===== src/rtl/branch_pkg.sv =====
// Shared types for the branch issue path: the branch/jump op payload and
// ROB age arithmetic used to order ops relative to the current ROB head.
`ifndef PC_SIZE
`define PC_SIZE 32
`endif
`ifndef NUM_D_REG
`define NUM_D_REG 64
`endif
`ifndef NUM_S_REG
`define NUM_S_REG 16
`endif

package branch_pkg;

  localparam int PC_W   = `PC_SIZE;
  localparam int D_REGS = `NUM_D_REG;
  localparam int S_REGS = `NUM_S_REG;

  localparam int ROB_W = 5;
  localparam int DW    = $clog2(D_REGS);
  localparam int SW    = $clog2(S_REGS);

  typedef struct packed {
    logic [ROB_W-1:0] rob_addr;
    logic             jump;
    logic             predict_taken;
    logic [PC_W-1:0]  pc;
    logic [PC_W-1:0]  predict_target;
    logic [DW-1:0]    rt_addr;
    logic [DW-1:0]    rw_addr;
    logic [SW-1:0]    rs_addr;
  } bb_entry_t;

  // Distance from the ROB head, wrapping at ROB_W bits; larger means younger.
  function automatic logic [ROB_W-1:0] rob_age(input logic [ROB_W-1:0] tag,
                                               input logic [ROB_W-1:0] head);
    return tag - head;
  endfunction

endpackage


===== src/rtl/branch_issue_queue_if.sv =====
// Dispatch/issue/flush bundle of the branch issue queue. Handshakes: a
// transfer happens on a clock edge where valid and ready are both high.
interface branch_issue_queue_if
  import branch_pkg::*;
#(parameter int L = 8);
  localparam int CW = $clog2(L) + 1;

  logic              enq_valid;
  logic              enq_ready;
  bb_entry_t         enq_entry;
  logic [D_REGS-1:0] r_calculated_list;
  logic [S_REGS-1:0] s_calculated_list;
  logic              iss_valid;
  logic              iss_ready;
  bb_entry_t         iss_entry;
  logic              flush_all;
  logic              flush_valid;
  logic [ROB_W-1:0]  flush_rob_addr;
  logic [ROB_W-1:0]  rob_head;
  logic [CW-1:0]     count;

  modport master (
    output enq_valid, enq_entry, r_calculated_list, s_calculated_list,
           iss_ready, flush_all, flush_valid, flush_rob_addr, rob_head,
    input  enq_ready, iss_valid, iss_entry, count
  );

  modport slave (
    input  enq_valid, enq_entry, r_calculated_list, s_calculated_list,
           iss_ready, flush_all, flush_valid, flush_rob_addr, rob_head,
    output enq_ready, iss_valid, iss_entry, count
  );
endinterface


===== src/rtl/branch_select.sv =====
// Lowest-index priority encoder: found is set when any request is high and
// idx names the lowest requesting position.
module branch_select #(
  parameter int N = 8
) (
  input  logic [N-1:0]         req,
  output logic                 found,
  output logic [$clog2(N)-1:0] idx
);
  localparam int IW = $clog2(N);

  always_comb begin
    found = 1'b0;
    idx   = '0;
    for (int i = N - 1; i >= 0; i--) begin
      if (req[i]) begin
        found = 1'b1;
        idx   = IW'(i);
      end
    end
  end
endmodule


===== src/rtl/branch_issue_queue.sv =====
// Age-ordered collapsing reservation station for branch/jump ops: slot 0 is
// the oldest, the oldest source-ready op is offered to the branch unit.
module branch_issue_queue
  import branch_pkg::*;
#(
  parameter int L = 8
) (
  input logic clk,
  input logic n_rst,
  branch_issue_queue_if.slave bus
);
  localparam int CW = $clog2(L) + 1;
  localparam int IW = $clog2(L);

  bb_entry_t         slot_q [L];
  bb_entry_t         slot_d [L];
  logic [L-1:0]      valid_q, valid_d;
  logic [CW-1:0]     count_q, count_d;
  logic [L-1:0]      rdy, kill;
  logic [CW-1:0]     survivors, tail;
  logic              sel_found;
  logic [IW-1:0]     sel_idx;
  logic              flushing, iss_fire, enq_fire;

  // Readiness is recomputed from the calculated lists every cycle.
  always_comb begin
    rdy  = '0;
    kill = '0;
    for (int i = 0; i < L; i++) begin
      rdy[i]  = valid_q[i] & bus.r_calculated_list[slot_q[i].rt_addr] &
                (slot_q[i].jump | bus.s_calculated_list[slot_q[i].rs_addr]);
      kill[i] = valid_q[i] &
                (rob_age(slot_q[i].rob_addr, bus.rob_head) >
                 rob_age(bus.flush_rob_addr, bus.rob_head));
    end
  end

  always_comb begin
    survivors = '0;
    for (int i = 0; i < L; i++)
      survivors = survivors + CW'(valid_q[i] & ~kill[i]);
  end

  branch_select #(.N(L)) u_select (
    .req   (rdy),
    .found (sel_found),
    .idx   (sel_idx)
  );

  assign flushing      = bus.flush_all | bus.flush_valid;
  assign bus.iss_valid = sel_found & ~flushing;
  assign bus.iss_entry = slot_q[sel_idx];
  assign bus.enq_ready = (count_q < CW'(L)) & ~flushing;
  assign bus.count     = count_q;
  assign iss_fire      = bus.iss_valid & bus.iss_ready;
  assign enq_fire      = bus.enq_valid & bus.enq_ready;
  assign tail          = count_q - CW'(iss_fire);

  always_comb begin
    slot_d  = slot_q;
    valid_d = valid_q;
    if (iss_fire) begin
      for (int i = 0; i < L - 1; i++) begin
        if (i >= int'(sel_idx)) begin
          slot_d[i]  = slot_q[i+1];
          valid_d[i] = valid_q[i+1];
        end
      end
      valid_d[L-1] = 1'b0;
    end
    // Tail already accounts for a collapse happening on the same edge.
    if (enq_fire) begin
      slot_d[tail[IW-1:0]]  = bus.enq_entry;
      valid_d[tail[IW-1:0]] = 1'b1;
    end
    count_d = count_q + CW'(enq_fire) - CW'(iss_fire);
    if (bus.flush_all) begin
      valid_d = '0;
      count_d = '0;
    end else if (bus.flush_valid) begin
      valid_d = valid_q & ~kill;
      count_d = survivors;
    end
  end

  always_ff @(posedge clk) begin
    if (!n_rst) begin
      valid_q <= '0;
      count_q <= '0;
    end else begin
      valid_q <= valid_d;
      count_q <= count_d;
    end
  end

  always_ff @(posedge clk) begin
    slot_q <= slot_d;
  end
endmodule

===== src/flat_wrapper.sv =====
// flat-port wrapper written by rule: the top's interface ports become plain ports
module branch_issue_queue_flat import branch_pkg::*;
#(
  parameter int L = 8
)
  (clk, n_rst, bus_enq_valid, bus_enq_entry, bus_r_calculated_list, bus_s_calculated_list, bus_iss_ready, bus_flush_all, bus_flush_valid, bus_flush_rob_addr, bus_rob_head, bus_enq_ready, bus_iss_valid, bus_iss_entry, bus_count);
  branch_issue_queue_if #(.L(L)) bus_i ();
  input logic clk;
  input logic n_rst;
  input wire logic [$bits(bus_i.enq_valid)-1:0] bus_enq_valid;
  input wire logic [$bits(bus_i.enq_entry)-1:0] bus_enq_entry;
  input wire logic [$bits(bus_i.r_calculated_list)-1:0] bus_r_calculated_list;
  input wire logic [$bits(bus_i.s_calculated_list)-1:0] bus_s_calculated_list;
  input wire logic [$bits(bus_i.iss_ready)-1:0] bus_iss_ready;
  input wire logic [$bits(bus_i.flush_all)-1:0] bus_flush_all;
  input wire logic [$bits(bus_i.flush_valid)-1:0] bus_flush_valid;
  input wire logic [$bits(bus_i.flush_rob_addr)-1:0] bus_flush_rob_addr;
  input wire logic [$bits(bus_i.rob_head)-1:0] bus_rob_head;
  output wire logic [$bits(bus_i.enq_ready)-1:0] bus_enq_ready;
  output wire logic [$bits(bus_i.iss_valid)-1:0] bus_iss_valid;
  output wire logic [$bits(bus_i.iss_entry)-1:0] bus_iss_entry;
  output wire logic [$bits(bus_i.count)-1:0] bus_count;
  assign bus_i.enq_valid = bus_enq_valid;
  assign bus_i.enq_entry = bus_enq_entry;
  assign bus_i.r_calculated_list = bus_r_calculated_list;
  assign bus_i.s_calculated_list = bus_s_calculated_list;
  assign bus_i.iss_ready = bus_iss_ready;
  assign bus_i.flush_all = bus_flush_all;
  assign bus_i.flush_valid = bus_flush_valid;
  assign bus_i.flush_rob_addr = bus_flush_rob_addr;
  assign bus_i.rob_head = bus_rob_head;
  assign bus_enq_ready = bus_i.enq_ready;
  assign bus_iss_valid = bus_i.iss_valid;
  assign bus_iss_entry = bus_i.iss_entry;
  assign bus_count = bus_i.count;
  branch_issue_queue #(.L(L)) u_core (.clk(clk), .n_rst(n_rst), .bus(bus_i));
endmodule

===== config.mk =====
export PLATFORM = sky130hd
export DESIGN_NAME = branch_issue_queue_flat
export DESIGN_NICKNAME = d
export VERILOG_FILES = /design/src/rtl/branch_pkg.sv /design/src/rtl/branch_issue_queue_if.sv /design/src/rtl/branch_select.sv /design/src/rtl/branch_issue_queue.sv /design/src/flat_wrapper.sv
export SDC_FILE = /design/constraint.sdc
export NUM_CORES = 2
export LEC_CHECK = 0
export BUFFER_PORTS_ARGS = -buffer_cell sky130_fd_sc_hd__buf_2
export CAP_MARGIN = 25
export CORE_ASPECT_RATIO = 1.25
export CORE_MARGIN = 2
export CORE_UTILIZATION = 55
export CTS_CLUSTER_DIAMETER = 80
export DETAILED_ROUTE_END_ITERATION = 10
export HOLD_SLACK_MARGIN = 0.08
export PLACE_DENSITY_LB_ADDON = 0.08
export SLEW_MARGIN = 10
export SYNTH_ARGS = -nofsm -noshare
export SYNTH_HDL_FRONTEND = slang
export SYNTH_SLANG_ARGS = --single-unit

===== constraint.sdc =====
create_clock -name clk -period 13.7 [get_ports clk]
set_input_delay 1.37 -clock clk [delete_from_list [all_inputs] [get_ports clk]]
set_output_delay 1.37 -clock clk [all_outputs]
set_load 0.05 [all_outputs]

==> metrics.md <==
| Metric | Value |
|---|---|
| Syn Area/Cell | 9.75 um^2 |
| Final Hold Viols | 0 |
| Fin nets | 4,560 |
| Total GRT Usage | 0.330 |
| Crit path max fanout | 117 |
| R2r startpoint | u_core.slot_q[359] |
| Pwr Density | 224 nW/um^2 |
| Initial Util | 0.553 |
| # IOs | 276 |
| Slew HR | 0.221 |
| Design area | 45,600 um^2 |
| FF+latch area | 15,000 um^2 |
| Post-route ant nets | 0 |
| Core area | 74,400 um^2 |
| Fin Setup TNS | 0 ns |
| Max IR drop VDD | 172 uV |
| Overflow left after global routing | 0 |
| CTS root buf | clkbuf_16 |
| Fin crit period | 8.50 ns |
| PortBufs | 275 |
| DR vias/cell | 6.20 |
| Row cnt | 112 |
| Most instantiated library cell after synthesis | mux2i_1 |
| Area occupied by multi-input gates | 24,600 um^2 |
| Post-CTS sizing | 0 |
| CP startpoint kind | flip-flop |
| Clock sink total | 708 |
| Post-cts hold buffer count | 0 |
| First-pass GRT wire length | 197,000 um |
| Worst setup EP type | output port |
| Crit path from | u_core.slot_q[359] |
| Yosys reg bits | 708 |
| Min-delay worst type | reg -> reg |
| Die Wd | 249 um |
| Die area | 77,100 um^2 |
| Wirelength per Cell | 24.5 um |
| Status | completed |
| Initial antenna violation count | 34 |
| Worst Setup EP | bus_iss_entry[71] |
| F_max | 118 MHz |
| Post-CTS Setup Bufs | 0 |
| Number of global-route vias before repair | 31,511 |
| Dominant cell type by area after synthesis | dfxtp_1 |
| Hold_ws | 0.537 ns |
| Layout cells sized above 1 | 0.167 |
| Actual slew at the worst max-slew pin | 1.17 ns |
| Via count | 33,080 |
| Largest cells by area after synthesis | dfxtp_1 30%, mux2i_1 22%, mux4_2 8.6%, edfxtp_1 6.3%, a21oi_1 5.8% |
| H-Tree Depth | 3 |
| Leak | 20.8 nW |
| Routability cong. | 0.989 |
| R2R cell count | 19 |
| Sequential area share after synthesis | 0.365 |
| DRC | 0 |
| Clock Pin Slew Worst Setup and Hold Paths | 0.06 ns |
| Unrepaired setup endpoints after global routing | no |
| Fin crit share | 0.620 |
| Cell variety after synth | 68 |
| Arrival time of the worst setup path | 7.13 ns |
| Num CTS Buffers | 75 |
| Max_cap viols | 0 |
| Async S/R FF share, synth | 0 |
| Setup violations, final | 0 |
| Area grow syn2layout | 10.6% |
| Critical path required time | 12.33 ns |
| Critical path class | reg -> out |
| Setup slack, reg-to-reg | 6.02 ns |
| Top cell type's share of synthesized area | 0.302 |
| Yosys warns | 0 |
| Clk buf depth | 3 |
| Max Slew Vio Count | 0 |
| Die height | 310 um |
| Clock Skews | 0.0274 ns |
| CTS tree | done |
| Latest clock arrival within the worst-skew pair | 0.64 ns |
| Post-synth top cells | 920 x mux2i_1, 621 x dfxtp_1, 555 x nor2_1 |
| Top_reg_cell synth | dfxtp_1 |
| Final WL | 131,000 um |
| Largest net degree at the start of global routing | 176 |
| EDFF count, synth | 87 |
| Synth Cell Area | 41,200 um^2 |
| Iter 0 DRT Violations | 2,461 |
| Syn_nets | 4,490 |
| HPWL after detailed placement | 79,500 um |
| Pre-antenna DRT Iters | 5 |
| Cells after Synth | 4,225 |
| R2R Path End | u_core.valid_q[0] |
| Area post-placement | 42,900 um^2 |
| Fillers | 6,471 |
==> metrics by stage <==
stage           util  worst slack [ns]  total power [mW]  std cells
2_1_floorplan      -              5.50              6.84       4225
3_3_place_gp   0.577              5.63              7.98       5182
3_5_place_dp   0.577              5.62              8.05       5184
4_1_cts        0.611              5.33              10.2       5320
5_1_grt        0.612              5.08              10.7       5331
6_report       0.612              5.20              10.2       5336
==> where the power goes <==
group          internal [mW]  switching [mW]  total, mW
Sequential              2.88           0.737       3.62
Clock                   1.24           0.871       2.11
Combinational           1.91            2.56       4.47
Total                   6.03            4.17       10.2
==> worst min-delay path by stage <==
| stage | from | to | slack (ns) | cells after the start |
|---|---|---|---|---|
| 2_1_floorplan | u_core.valid_q[7] | u_core.valid_q[7] | 0.47 | 2 |
| 3_3_place_gp | u_core.slot_q[645] | u_core.slot_q[645] | 0.52 | 2 |
| 3_5_place_dp | u_core.slot_q[663] | u_core.slot_q[663] | 0.53 | 2 |
| 4_1_cts | u_core.slot_q[663] | u_core.slot_q[663] | 0.54 | 2 |
| 5_1_grt | u_core.slot_q[633] | u_core.slot_q[633] | 0.56 | 2 |
| 6_report | u_core.slot_q[639] | u_core.slot_q[639] | 0.54 | 2 |
==> cell type report <==
class	instances	area share
Multi-Input combinational cell	3125	0.540
Sequential cell	708	0.330
Clock buffer	114	0.0489
Timing Repair Buffer	339	0.0434
Tap cell	969	0.0266
Clock inverter	22	0.00645
Inverter	46	0.00379
Antenna cell	13	0.000714
==> routing by layer <==
layer  vias to the layer above  wire length, um  GRT usage
met3                       294             9530     0.0664
met5                         -              240          0
met4                        38             4820      0.135
met1                     15955            56000      0.430
met2                      1177            60200      0.540
li1                      15616                -          -
==> critical path, stage by stage (launching register included) <==
cell,delay (ns)
dfxtp_1,1.00
mux4_2,0.59
nor2b_1,0.14
a2111oi_1,1.05
a311oi_1,0.19
a22o_1,0.41
nand3b_1,0.28
a31oi_4,0.23
buf_12,0.62
buf_4,0.81
mux2_2,0.42
a211o_1,0.35
buf_2,0.23
==> placed cells by master (no fill, tap or decap), types with 13 or more instances in the layout <==
cell type,n
mux2i_1,920
dfxtp_1,621
nor2_1,554
a21oi_1,473
buf_2,275
nand2_1,209
o21ai_0,202
mux4_2,158
o22ai_1,94
mux2_2,91
a211o_1,87
edfxtp_1,87
clkbuf_16,80
ha_1,68
buf_4,56
inv_1,45
xor2_1,26
nor2b_1,25
clkbuf_1,24
nand3_1,21
a21o_1,20
xnor2_1,16
fa_1,14
diode_2,13
==> kinds of logic (layout without fill, tap and decap cells) <==
logic type | count (synthesis) | after routing | synth area share
muxes | 1169 | 1169 | 0.335
AOI/OAI and AO/OA | 957 | 957 | 0.134
and+or+nand+nor | 865 | 865 | 0.0850
DFF | 708 | 708 | 0.365
buffers and inverters | 392 | 521 | 0.0416
adders and majority gates | 92 | 92 | 0.0299
xor gates and xnor gates | 42 | 42 | 0.00893
other | 0 | 13 | 0
Note: power is estimated with default switching activity, not from simulation.
